## src/rtl/switch_debounce_filter.sv

```systemverilog
`default_nettype none
// ============================================================================
// switch_debounce_filter
// Per-bit debouncer: 2-flop synchronizer, shared tick prescaler, per-bit
// stability counters, registered level plus rise/fall/changed strobes.
// Optional: SWITCH_DEBOUNCE_STICKY_EN adds sticky_clr / sticky event flags.
// Revision: 1.0
// ============================================================================
module switch_debounce_filter #(
    parameter int               WIDTH        = 16,
    parameter int               TICK_DIV     = 1000,
    parameter int               STABLE_TICKS = 10,
    parameter logic [WIDTH-1:0] RESET_VALUE  = '0
) (
    input  logic             clock,
    input  logic             reset,
    input  logic [WIDTH-1:0] switch,
`ifdef SWITCH_DEBOUNCE_STICKY_EN
    input  logic [WIDTH-1:0] sticky_clr,
    output logic [WIDTH-1:0] sticky,
`endif
    output logic [WIDTH-1:0] switch_db,
    output logic [WIDTH-1:0] rise,
    output logic [WIDTH-1:0] fall,
    output logic             changed,
    output logic             tick
);

    localparam int               PRE_W    = (TICK_DIV > 1) ? $clog2(TICK_DIV) : 1;
    localparam int               STB_W    = $clog2(STABLE_TICKS) + 1;
    localparam logic [PRE_W-1:0] PRE_LAST = PRE_W'(TICK_DIV - 1);
    localparam logic [STB_W-1:0] STB_LAST = STB_W'(STABLE_TICKS - 1);

    logic [WIDTH-1:0] meta_q;
    logic [WIDTH-1:0] sync_q;
    logic [PRE_W-1:0] pre_q;
    logic [PRE_W-1:0] pre_d;
    logic             tick_q;
    logic [WIDTH-1:0] db_q;
    logic [WIDTH-1:0] db_d;
    logic [WIDTH-1:0] accept;
    logic [WIDTH-1:0] rise_q;
    logic [WIDTH-1:0] fall_q;
    logic             changed_q;

    always_ff @(posedge clock or posedge reset) begin
        if (reset) begin
            meta_q <= RESET_VALUE;
            sync_q <= RESET_VALUE;
        end else begin
            meta_q <= switch;
            sync_q <= meta_q;
        end
    end

    always_comb begin
        pre_d = (pre_q == PRE_LAST) ? '0 : pre_q + PRE_W'(1);
    end

    // tick is registered from the terminal count, so it lands TICK_DIV cycles after release
    always_ff @(posedge clock or posedge reset) begin
        if (reset) begin
            pre_q  <= '0;
            tick_q <= 1'b0;
        end else begin
            pre_q  <= pre_d;
            tick_q <= (pre_q == PRE_LAST);
        end
    end

    for (genvar i = 0; i < WIDTH; i++) begin : g_bit
        logic [STB_W-1:0] cnt_q;
        logic [STB_W-1:0] cnt_d;
        logic             acc;

        // Any agreement with the current level restarts qualification
        always_comb begin
            cnt_d = cnt_q;
            acc   = 1'b0;
            if (sync_q[i] == db_q[i]) begin
                cnt_d = '0;
            end else if (tick_q) begin
                if (cnt_q == STB_LAST) begin
                    acc   = 1'b1;
                    cnt_d = '0;
                end else begin
                    cnt_d = cnt_q + STB_W'(1);
                end
            end
        end

        always_ff @(posedge clock or posedge reset) begin
            if (reset) begin
                cnt_q <= '0;
            end else begin
                cnt_q <= cnt_d;
            end
        end

        assign accept[i] = acc;
    end

    // An accepted bit is by definition mismatched, so accepting toggles it
    assign db_d = db_q ^ accept;

    always_ff @(posedge clock or posedge reset) begin
        if (reset) begin
            db_q      <= RESET_VALUE;
            rise_q    <= '0;
            fall_q    <= '0;
            changed_q <= 1'b0;
        end else begin
            db_q      <= db_d;
            rise_q    <= accept & sync_q;
            fall_q    <= accept & ~sync_q;
            changed_q <= |accept;
        end
    end

`ifdef SWITCH_DEBOUNCE_STICKY_EN
    logic [WIDTH-1:0] sticky_q;

    // Set has priority over clear
    always_ff @(posedge clock or posedge reset) begin
        if (reset) begin
            sticky_q <= '0;
        end else begin
            sticky_q <= (sticky_q & ~sticky_clr) | rise_q | fall_q;
        end
    end

    assign sticky = sticky_q;
`endif

    assign switch_db = db_q;
    assign rise      = rise_q;
    assign fall      = fall_q;
    assign changed   = changed_q;
    assign tick      = tick_q;

endmodule
`default_nettype wire

```

## config.mk

```make
export PLATFORM = sky130hd
export DESIGN_NAME = switch_debounce_filter
export DESIGN_NICKNAME = d
export VERILOG_FILES = /design/src/rtl/switch_debounce_filter.sv
export SDC_FILE = /design/constraint.sdc
export NUM_CORES = 1
export LEC_CHECK = 0
export CELL_PAD_IN_SITES_DETAIL_PLACEMENT = 0
export CELL_PAD_IN_SITES_GLOBAL_PLACEMENT = 2
export CORE_UTILIZATION = 41
export DETAILED_ROUTE_END_ITERATION = 10
export PLACE_DENSITY = 0.81
export SKIP_LAST_GASP = 1
export SLEW_MARGIN = 20
export SYNTH_ARGS = -nofsm -noshare
export SYNTH_HDL_FRONTEND = slang
export SYNTH_SLANG_ARGS = --single-unit
```

## constraint.sdc

```tcl
create_clock -name clock -period 15.25 [get_ports clock]
set_clock_uncertainty 0.15 [all_clocks]
set_input_delay 3.05 -clock clock [delete_from_list [all_inputs] [get_ports clock]]
set_output_delay 3.05 -clock clock [all_outputs]
set_load 0.02 [all_outputs]
```

==> results.md <==
- Yosys warning count: 0
- Core area: between 15,000 and 20,000 µm²
- CTS Buf Count: 17
- Layout cell share with drive strength beyond 1: 9.33%
- Final GP Congestion: about 0.75
- Mean Syn Cell Area: around 11 µm²
- Clock net sink count: 172
- RSZ-0062 raised after global routing: false
- CTS tree: done
- Most common cell after layout, fill and taps aside: dfrtp_1
- Ant diodes: 0
- Max transition margin: approximately 37%
- # rows: 49
- Hpwl dp: 9.42 mm
- Crit-path cells: buf_4, clkdlybuf4s50_1
- Critical Path AT: 2.06 ns
- Slew Limit Fails: 0
- Synth area leader: dfrtp_1
- DIE AREA: ~19,000 µm²
- Post-CTS setup buffers: 0
- Largest net degree at the start of global routing: 97
- Post-layout min period: 5.26 ns
- Status: finished clean
- Post-cts sizing count: 0
- Post-synth EDFFs: 0
- Placed cell areas: about 8500 µm²
- PD cells: 106 nW/µm²
- Worst slew pin tran: 0.942 ns
- Sequential share of the synthesized area: 57.0%
- Crit. End Element: primary output
- Setup_tns: 0 ns
- H-tree depth: 4
- Most frequent cells in the layout: dfrtp_1 (171), nand2_1 (85), clkdlybuf4s50_1 (67)
- Final nets: 810
- Design Area, Final: between 9000 and 10,000 µm²
- Static Leak: 3.99 nW
- Worst-path maximum fanout: 64
- Cell variety after synth: 44
- Avg WL per Cell: 14.2 µm
- Clock Path Buffers: 2
- Fillers: 1,610
- Routed Antenna Nets: 0
- Tot GR Track Use: 16.7%
- CP Class: reg2out
- Fin crit share: between 30% and 40%
- Mapped Cells: 681
- CTS root buffer: clkbuf_16
- Area grow syn2layout: 20.8%
- WL final: between 10 and 15 mm
- Reg area: between 4000 and 5000 µm²
- GRT overflow: 0
- Drt drc: 0
- First-pass GRT wire length: 24.5 mm
- Req. time, crit path: around 12 ns
- Vias: around 5,200
- Worst VDD drop: 0.108 mV
- Starting density of the core: a little over two fifths
- Mapped Area: 7560 µm²
- Top cell type's share of synthesized area: about 57%
- Worst-Skew Late Latency: 0.43 ns
- Ports: 68
- Fmax: 190 MHz
- Max-cap violations: 0
- Initial DRC Count: 253
- Hold Fails Final Rpt: 0
- Via density: 5.19
- Vias in the first global route: 5,197
- Clk slew on worst S/H paths: around 0.070 ns
- Die Y: about 140 µm
- Post-synth ARST share: 100%
- #FFs+latches synth: 172
- Final setup violation count: 0
- Area of the multi-input gates: 3100 µm²
- Hold-fix buffers, CTS: 0
- Final Core Density: 50.6%
- Top_reg_cell synth: dfrtp_1
- Input/output buffers: 67
- Die width: 138 µm
- Syn nets: 732
- Synth area leaders: dfrtp_1 (57%), ha_1 (5.5%), nand2_1 (4.2%), nor3b_1 (3.2%), o21ai_0 (2.9%)
- Critical Path Source Type: flop
- 1st-pass router iterations: 4
- Antenna violations before repair: 0
- Worst hold path type: reg2reg
- Worst path max stage delay: 0.73 ns
- Slowest CP cell: clkdlybuf4s50_1
-- layout make-up --
cell class,count,area share [%]
multi-input cells,479,34.0
well taps,229,3.14
clock buffers,20,4.89
clock inverters,12,2.40
inverters,20,0.877
repair buffers,69,7.51
flip-flops and latches,172,47.2
-- registers in the layout, indices dropped and copies added (netlist names), named ones only --
signal       flops
changed          1
fall            16
g_bit.cnt_q     80
meta_q          16
pre_q           10
rise            16
sync_q          16
tick             1
-- routing by layer --
layer	up-vias	global-route usage [%]	wire (µm)
met5	-	0	0
met4	0	7.07	249
met3	17	4.38	424
met2	69	27.4	6820
met1	2564	20.8	6770
li1	2546	-	-
-- worst paths after layout --
kind / startpoint / end / slack (ns) / cells after the start
worst max-delay path: tick / tick / 9.99 / 2
worst min-delay path: meta_q[6] / sync_q[6] / 0.20 / 0
worst max register to register: tick / g_bit[7].cnt_q[4] / 12.70 / 5
worst min register to register: meta_q[6] / sync_q[6] / 0.20 / 0
max in group asynchronous: reset / g_bit[12].cnt_q[4] / 10.42 / 3
min in group asynchronous: reset / meta_q[15] / 2.99 / 2
-- cells by family (layout without fill, tap and decap cells) --
group | Yosys count | in the layout | share of synthesized area (%)
multiplexers | 16 | 16 | 2.38
AND/OR/NAND/NOR | 293 | 293 | 20.7
flip-flops | 172 | 172 | 57.0
buffers and inverters | 30 | 121 | 1.97
adder cells (fa/ha/maj) | 33 | 33 | 5.46
AO/OA/AOI/OAI | 99 | 99 | 8.06
XOR/XNOR | 38 | 38 | 4.50
-- metrics by stage --
stage	instances	power [mW]	hold slack [ns]	worst slack (ns)
finish	1001	0.971	0.195	9.99
global route	1001	1.01	0.205	9.87
CTS	1001	0.987	0.197	9.94
detailed placement	969	0.495	0.185	9.81
global placement	969	0.494	0.182	9.86
floorplan	681	0.484	0.181	7.39
-- power by group --
| group | switching [mW] | internal (mW) | leakage, nW |
|---|---|---|---|
| Sequential | 0.00313 | 0.461 | 2.31 |
| Clock | 0.175 | 0.311 | 0.320 |
| Combinational | 0.0143 | 0.00708 | 1.36 |
-- synth_stat cells, drive strengths merged, types with 2 or more instances --
| library cell | count |
|---|---|
| dfrtp | 172 |
| nand2 | 85 |
| nor2 | 58 |
| o21ai | 44 |
| nor3 | 35 |
| ha | 33 |
| nor3b | 32 |
| nand3 | 30 |
| a21oi | 24 |
| inv | 20 |
| xnor2 | 19 |
| xor2 | 19 |
| and4bb | 16 |
| mux2 | 16 |
| or3 | 13 |
| a211o | 11 |
| nand3b | 11 |
| buf | 5 |
| clkbuf | 5 |
| a21o | 3 |
| nand2b | 3 |
| nand4 | 3 |
| o2111ai | 3 |
| a22o | 2 |
| a22oi | 2 |
| a311oi | 2 |
| a31o | 2 |
| a41oi | 2 |
| and4b | 2 |
| nor2b | 2 |
-- critical path, delay by kind of cell, from the launching register on --
| family | cells | cell delay (ns) |
|---|---|---|
| DFF | 1 | 0.34 |
| buffers and inverters | 2 | 1.28 |
No activity file was read; power rests on OpenSTA's default activity.
